--- src/rtl/linear_seq.sv ---
// linear_seq: sequencer issuing one MAC request per (row, output, input) term of y = b + x*W.
// Latency: first request the cycle after start is accepted; done the cycle after the last result is captured.
// Backpressure: counters and operand addresses hold while op_valid && !op_ready; results are never stalled.
// Build option LINEAR_SEQ_PERF_EN adds the saturating perf_cycles busy-cycle counter port.

module linear_seq #(
   parameter int INPUT_SIZE  = 4,
   parameter int OUTPUT_SIZE = 4,
   parameter int COUNT       = 1,
   localparam int IN_W  = (COUNT * INPUT_SIZE > 1)       ? $clog2(COUNT * INPUT_SIZE)       : 1,
   localparam int W_W   = (INPUT_SIZE * OUTPUT_SIZE > 1) ? $clog2(INPUT_SIZE * OUTPUT_SIZE) : 1,
   localparam int B_W   = (OUTPUT_SIZE > 1)              ? $clog2(OUTPUT_SIZE)              : 1,
   localparam int OUT_W = (COUNT * OUTPUT_SIZE > 1)      ? $clog2(COUNT * OUTPUT_SIZE)      : 1
) (
   input  logic             clk,
   input  logic             rst_n,
   input  logic             start,
   output logic             busy,
   output logic             done,
   output logic             err,
   output logic [IN_W-1:0]  in_addr,
   output logic [W_W-1:0]   w_addr,
   output logic [B_W-1:0]   b_addr,
   output logic             op_valid,
   input  logic             op_ready,
   output logic             op_first,
   output logic             op_last,
   input  logic             res_valid,
   output logic             out_we,
   output logic [OUT_W-1:0] out_addr
`ifdef LINEAR_SEQ_PERF_EN
   ,
   output logic [31:0]      perf_cycles
`endif
);

   localparam int I_W   = (INPUT_SIZE > 1) ? $clog2(INPUT_SIZE) : 1;
   localparam int R_W   = (COUNT > 1)      ? $clog2(COUNT)      : 1;
   // result counters must be able to hold the full total, one past the last out_addr
   localparam int RES_W = $clog2(COUNT * OUTPUT_SIZE + 1);

   localparam logic [I_W-1:0]   I_LAST = I_W'(INPUT_SIZE - 1);
   localparam logic [B_W-1:0]   O_LAST = B_W'(OUTPUT_SIZE - 1);
   localparam logic [R_W-1:0]   R_LAST = R_W'(COUNT - 1);
   localparam logic [RES_W-1:0] TOTAL  = RES_W'(COUNT * OUTPUT_SIZE);

   typedef enum logic [1:0] {S_IDLE, S_ISSUE, S_DRAIN, S_DONE} state_t;

   state_t            state;
   logic [I_W-1:0]    i_cnt;
   logic [B_W-1:0]    o_cnt;
   logic [R_W-1:0]    r_cnt;
   logic [IN_W-1:0]   in_base;   // data_in index of the current row's first input
   logic [RES_W-1:0]  iss_cnt;   // op_last requests accepted by the MAC
   logic [RES_W-1:0]  res_cnt;   // results captured
   logic [RES_W-1:0]  res_cnt_nxt;
   logic              hs;
   logic              last_hs;
   logic              final_hs;
   logic              pend;
   logic              res_take;
   logic              res_bad;
   logic              all_res;

   assign b_addr   = o_cnt;
   assign op_first = op_valid && (i_cnt == '0);
   assign op_last  = op_valid && (i_cnt == I_LAST);

   assign hs       = op_valid && op_ready;
   assign last_hs  = hs && op_last;
   assign final_hs = last_hs && (o_cnt == O_LAST) && (r_cnt == R_LAST);

   // a result is owed if an earlier op_last is unanswered or one is being accepted right now,
   // so a MAC that answers in the same cycle is not flagged as a protocol error
   assign pend        = (iss_cnt != res_cnt) || last_hs;
   assign res_take    = res_valid && busy && pend;
   assign res_bad     = res_valid && !res_take;
   assign out_we      = res_take;
   assign res_cnt_nxt = res_take ? (res_cnt + RES_W'(1)) : res_cnt;
   assign all_res     = (res_cnt_nxt == TOTAL);

   // control FSM, operand counters and result bookkeeping
   always_ff @(posedge clk or negedge rst_n) begin
      if (!rst_n) begin
         state    <= S_IDLE;
         busy     <= 1'b0;
         done     <= 1'b0;
         err      <= 1'b0;
         op_valid <= 1'b0;
         i_cnt    <= '0;
         o_cnt    <= '0;
         r_cnt    <= '0;
         in_base  <= '0;
         in_addr  <= '0;
         w_addr   <= '0;
         iss_cnt  <= '0;
         res_cnt  <= '0;
         out_addr <= '0;
      end else begin
         if (res_take) begin
            res_cnt <= res_cnt_nxt;
            // hold on the last slot so the address never wraps inside a run
            if (res_cnt_nxt != TOTAL) begin
               out_addr <= out_addr + OUT_W'(1);
            end
         end
         if (res_bad) begin
            err <= 1'b1;
         end
         if (last_hs) begin
            iss_cnt <= iss_cnt + RES_W'(1);
         end

         case (state)
            S_IDLE: begin
               if (start) begin
                  state    <= S_ISSUE;
                  busy     <= 1'b1;
                  op_valid <= 1'b1;
                  err      <= res_bad;
                  i_cnt    <= '0;
                  o_cnt    <= '0;
                  r_cnt    <= '0;
                  in_base  <= '0;
                  in_addr  <= '0;
                  w_addr   <= '0;
                  iss_cnt  <= '0;
                  res_cnt  <= '0;
                  out_addr <= '0;
               end
            end

            S_ISSUE: begin
               if (final_hs) begin
                  // counters are left on the last term rather than stepping out of range
                  op_valid <= 1'b0;
                  if (all_res) begin
                     state <= S_DONE;
                     done  <= 1'b1;
                  end else begin
                     state <= S_DRAIN;
                  end
               end else if (hs) begin
                  if (i_cnt != I_LAST) begin
                     i_cnt   <= i_cnt + I_W'(1);
                     in_addr <= in_addr + IN_W'(1);
                     w_addr  <= w_addr + W_W'(OUTPUT_SIZE);
                  end else begin
                     i_cnt <= '0;
                     if (o_cnt != O_LAST) begin
                        o_cnt   <= o_cnt + B_W'(1);
                        in_addr <= in_base;
                        w_addr  <= W_W'(o_cnt) + W_W'(1);
                     end else begin
                        o_cnt   <= '0;
                        r_cnt   <= r_cnt + R_W'(1);
                        in_base <= in_base + IN_W'(INPUT_SIZE);
                        in_addr <= in_base + IN_W'(INPUT_SIZE);
                        w_addr  <= '0;
                     end
                  end
               end
            end

            S_DRAIN: begin
               if (all_res) begin
                  state <= S_DONE;
                  done  <= 1'b1;
               end
            end

            S_DONE: begin
               state <= S_IDLE;
               done  <= 1'b0;
               busy  <= 1'b0;
            end

            default: begin
               state    <= S_IDLE;
               busy     <= 1'b0;
               done     <= 1'b0;
               op_valid <= 1'b0;
            end
         endcase
      end
   end

`ifdef LINEAR_SEQ_PERF_EN
   // busy-cycle counter: cleared on an accepted start, saturates, holds while idle
   always_ff @(posedge clk or negedge rst_n) begin
      if (!rst_n) begin
         perf_cycles <= '0;
      end else if ((state == S_IDLE) && start) begin
         perf_cycles <= '0;
      end else if (busy && (perf_cycles != 32'hFFFF_FFFF)) begin
         perf_cycles <= perf_cycles + 32'd1;
      end
   end
`endif

endmodule
--- config.mk ---
export PLATFORM = sky130hd
export DESIGN_NAME = linear_seq
export DESIGN_NICKNAME = d
export VERILOG_FILES = /design/src/rtl/linear_seq.sv
export SDC_FILE = /design/constraint.sdc
export NUM_CORES = 1
export LEC_CHECK = 0
export CAP_MARGIN = 20
export CORE_AREA = 2 2 67 53
export CTS_CLUSTER_SIZE = 12
export DETAILED_ROUTE_END_ITERATION = 8
export DIE_AREA = 0 0 69 55
export PLACE_DENSITY = 0.68
export SYNTH_ARGS = -nofsm -noshare
export SYNTH_HDL_FRONTEND = slang
export SYNTH_SLANG_ARGS = --single-unit
--- constraint.sdc ---
create_clock -name clk -period 3.6 [get_ports clk]
set_input_delay 0.9 -clock clk [delete_from_list [all_inputs] [get_ports clk]]
set_output_delay 0.9 -clock clk [all_outputs]
set_load 0.1 [all_outputs]
# Word-level counts from Yosys, hierarchy flattened
# Index checks and enable logic that the tools add are counted.
# totals
ff_bits	25
elab_cells	115
# op_classes
n_addsub	9
eq_ne	17
n_mux	52
bitwise_logic	1
reduce_logical	23
# op_table
cell	count
$mux W2	18
$mux W3	8
$ne A2 B2 Y1 const B	9
$mux W4	4
$mux W1	13
$pmux W2 S2	3
$logic_and A1 B1 Y1	9
$add A2 B1 Y2 const B	4
$eq A2 B2 Y1 const B	4
$pmux W2 S4	1
$pmux W4 S2	1
$add A3 B1 Y3 const B	2
$pmux W1 S2	3
$reduce_and A3 Y1	2
$reduce_and A6 Y1	1
$reduce_and A5 Y1	1
$add A4 B3 Y4 const B	1
$logic_not A2 Y1	2
$reduce_and A2 Y1	2
$reduce_and A4 Y1	1
$reduce_bool A2 Y1	2
$add A2 B1 Y3 const B	1
$eq A3 B3 Y1 const B	1
$ne A3 B3 Y1	1
8 further kinds	8

# Longest topological paths before layout
# logic_depth
depth_word	11
depth_mapped	9

# Worst setup path after synthesis
# No wires, ideal clock.
# synth_path
path_kind	register to output
start	register op_valid
end	output out_we
arrival_time_ns	2.071
t_required_ns	2.700
path_slack_ns	0.629
path_stages_with_launch	3
cell_sequence	dfrtp_1 -> nand3_2 -> a41oi_4
# synth_between
elab_chain_cells	4
# synth_lines
item	line	source
from (decl)	24	output logic op_valid,
from (signal assigned)	89	op_valid <= 1'b0;
from (signal assigned)	119	op_valid <= 1'b1;
from (signal assigned)	136	op_valid <= 1'b0;
$logic_and A1 B1 Y1, on equally long branches	69, 67	
$logic_and A1 B1 Y1 *	70	assign last_hs = hs && op_last;
$logic_or A1 B1 Y1 *	75	assign pend = (iss_cnt != res_cnt) || last_hs;
$logic_and A1 B1 Y1 *	76	assign res_take = res_valid && busy && pend;
to (decl)	29	output logic out_we,
# Every way passes the cells marked *; elsewhere a longest branch is shown, timed or not.

# Worst setup path in the final report
# layout_path
start	input op_ready
end	output out_we
# layout_between
elab_chain_cells	4
# layout_lines
item	line	source
from (decl)	25	input logic op_ready,
$logic_and A1 B1 Y1	69	assign hs = op_valid && op_ready;
$logic_and A1 B1 Y1	70	
$logic_or A1 B1 Y1	75	
$logic_and A1 B1 Y1	76	
# No other way between the ends.

==> run summary <==
Main area contributors after synthesis: dfrtp_1, ha_1, nand2_1, o21ai_0, nor2_1
Setup violators final: 0
Share of post-route cells with drive strength above 1: 18.4%
Flop and latch count out of synthesis: 25
Power Density: 278 nW/um^2
Slew Viols, Final: 0
Seq/Total Area, Yosys: 45.5%
Die span in y: 55 um
Initial DRT Pass Iterations: 4
Largest area contributor in the netlist: dfrtp_1
Initial DRC count: 57
Via count: 1,050
Post-synth ARST share: 100%
Resized cells post-CTS: 0
Final GP Congestion: 0.784
Post CTS Setup Buffer Count: 0
First-pass GRT wire length: 4.80 mm
Crit path launch type: primary input
DRC errors left: 0
Nets@finish: 179
CP required: 2.70 ns
Total track usage: 16.3%
Sequential standard cell area: 626 sq um
CP Max Fanout: 5
Initial antenna violation count: 0
Bufs and invs on worst path: 2
Core area: 3150 sq um
Worst Hold Depth: 1
R2R cell count: 7
Slowest stage delay, CP: 0.54 ns
Worst Path Arrival: 2.13 ns
Worst r2r src: i_cnt[0]$_DFFE_PN0P_
Worst VDD drop: 0.000187 V
Hold Slack: 0.504 ns
Slew HR: 76.1%
Count of boundary I/O pins: 22
Synthesized cell area: 1370 sq um
Routed wire length: 2.78 mm
WL per Instance: 13.7 um
Buffers on Ports: 21
# fillers: 306
Area of the multi-input gates: 706 sq um
Clock skew: 0.00436 ns
Cts hold-fix bufs: 0
EDFF count, synth: 0
Final hold viol count: 0
Starting density of the core: 43.6%
Setup crit end kind: primary output
Syn avg cell area: 9.88 sq um
Synth Instances: 139
Clock transition at path regs: 0.08 ns
Via density: 5.17
Critical-path top delay cell: clkdlybuf4s50_1
Die W: 69 um
DP Wirelength: 2.11 mm
Worst hold path class: reg2reg
Synth Flop Type: dfrtp_1
Fin crit share: 84.1%
Hold Path Sink: r_cnt$_DFFE_PN0P_
Post-route minimum period: 3.03 ns
Worst-Skew Late Latency: 0.27 ns
Worst-case clock buffer depth: 2
R2R setup slack: 1.41 ns
Root cell of the clock tree: clkbuf_8
Crit path max-delay family: buffers and inverters
Cell Rows: 18
Fmax: 0.330 GHz
R2r endpoint: state[1]$_DFFE_PN0P_
Overflow left after global routing: 0
Setup TNS: 0 ns
# Max-Cap Violations: 0
Detail Route Antenna Nets: 0
Hold Crit Start: r_cnt$_DFFE_PN0P_
Leak: 0.810 nW
CTS buffer count: 3
Critical Path, Cell by Cell: clkdlybuf4s50_1, nand3_2, a41oi_4, buf_12
Ant diodes: 0
Largest net degree at the start of global routing: 26
Total power: 460 uW
Vias in the first global route: 1,036
Clock sinks: 25
RSZ-0062 raised after global routing: no
Die footprint: 3800 sq um
YS warnings: 0
Synth-to-Final Area Change: 20.3%
Synth top area share: 45.5%
Status: completed
CTS tree: done
Syn Nets: 154
Count of cell types in the netlist: 34
Crit Path Category: in2out
Worst-Margin Slew: 0.355 ns
CTS H-tree lvls: 1
cell usage after synthesis, types with 2 or more instances:
| cell type | number |
|---|---|
| ha_1 | 10 |
| xor2_1 | 5 |
| dfrtp_1 | 25 |
| nand2_1 | 19 |
| nand2b_1 | 6 |
| mux2i_1 | 4 |
| clkbuf_1 | 2 |
| a21oi_1 | 4 |
| nor2_1 | 12 |
| o21ai_0 | 12 |
| nand3_1 | 4 |
| and2_1 | 3 |
| xnor2_1 | 5 |
| inv_1 | 8 |
logic make-up after synthesis:
group	share of synthesized area [%]
AO/OA/AOI/OAI	13.8
XOR/XNOR	6.37
adder cells (fa/ha/maj)	9.11
buffers and inverters	3.10
flip-flops	45.5
multiplexers	4.01
AND/OR/NAND/NOR	18.0
metrics by stage:
stage	std cells	util [%]	instance area, sq um	setup WS [ns]
detailed placement	199	51.0	1610	0.583
floorplan	139	-	1370	0.629
CTS	203	52.4	1650	0.575
global route	203	52.4	1650	0.516
finish	203	52.4	1650	0.571
global placement	199	51.0	1610	0.627
worst max-delay path by stage:
stage	start	to	slack [ns]	depth (start not counted)
finish	op_ready	out_we	0.57	4
global route	op_ready	out_we	0.52	4
CTS	op_ready	out_we	0.57	4
detailed placement	op_ready	out_we	0.58	4
global placement	op_ready	out_we	0.63	4
floorplan	op_valid$_DFFE_PN0P_	out_we	0.63	2
cell usage in the layout (no fill, tap or decap), types with 3 or more instances in the layout:
cell,count
mux2i_1,4
xnor2_1,5
nand2b_1,6
buf_4,18
nand2_1,19
and2_1,3
a21oi_1,4
clkdlybuf4s50_1,4
inv_1,8
nand3_1,4
xor2_1,5
nor2_1,12
ha_1,10
clkbuf_8,3
o21ai_0,12
dfrtp_1,25
where the power goes:
group          switching (mW)  total [mW]  internal (mW)
logic                 0.00819      0.0136        0.00546
clock network          0.0885       0.166         0.0775
registers                   0       0.281          0.281
per-layer routing:
| layer | share of wire, % | GRT usage, % | wire, um |
|---|---|---|---|
| met4 | 1.0 | 4.58 | 28 |
| met1 | 47 | 19.8 | 1290 |
| met2 | 50 | 29.6 | 1380 |
| met5 | 0 | 0 | 0 |
| met3 | 2.6 | 4.17 | 71 |
state kept, by name, summed over array words and instances (netlist names):
signal    cells
state         2
op_valid      1
r_cnt         1
done          1
in_addr       2
iss_cnt       3
res_cnt       3
b_addr        2
out_addr      2
w_addr        4
err           1
i_cnt         2
busy          1
layout make-up:
| class | count | area share, % |
|---|---|---|
| Clock buffer | 3 | 2.50 |
| Timing Repair Buffer | 23 | 11.8 |
| Clock inverter | 1 | 0.303 |
| Sequential cell | 25 | 37.9 |
| Tap cell | 40 | 3.03 |
| Multi-Input combinational cell | 103 | 42.7 |
| Inverter | 8 | 1.82 |
No activity file was read; power rests on OpenSTA's default activity.
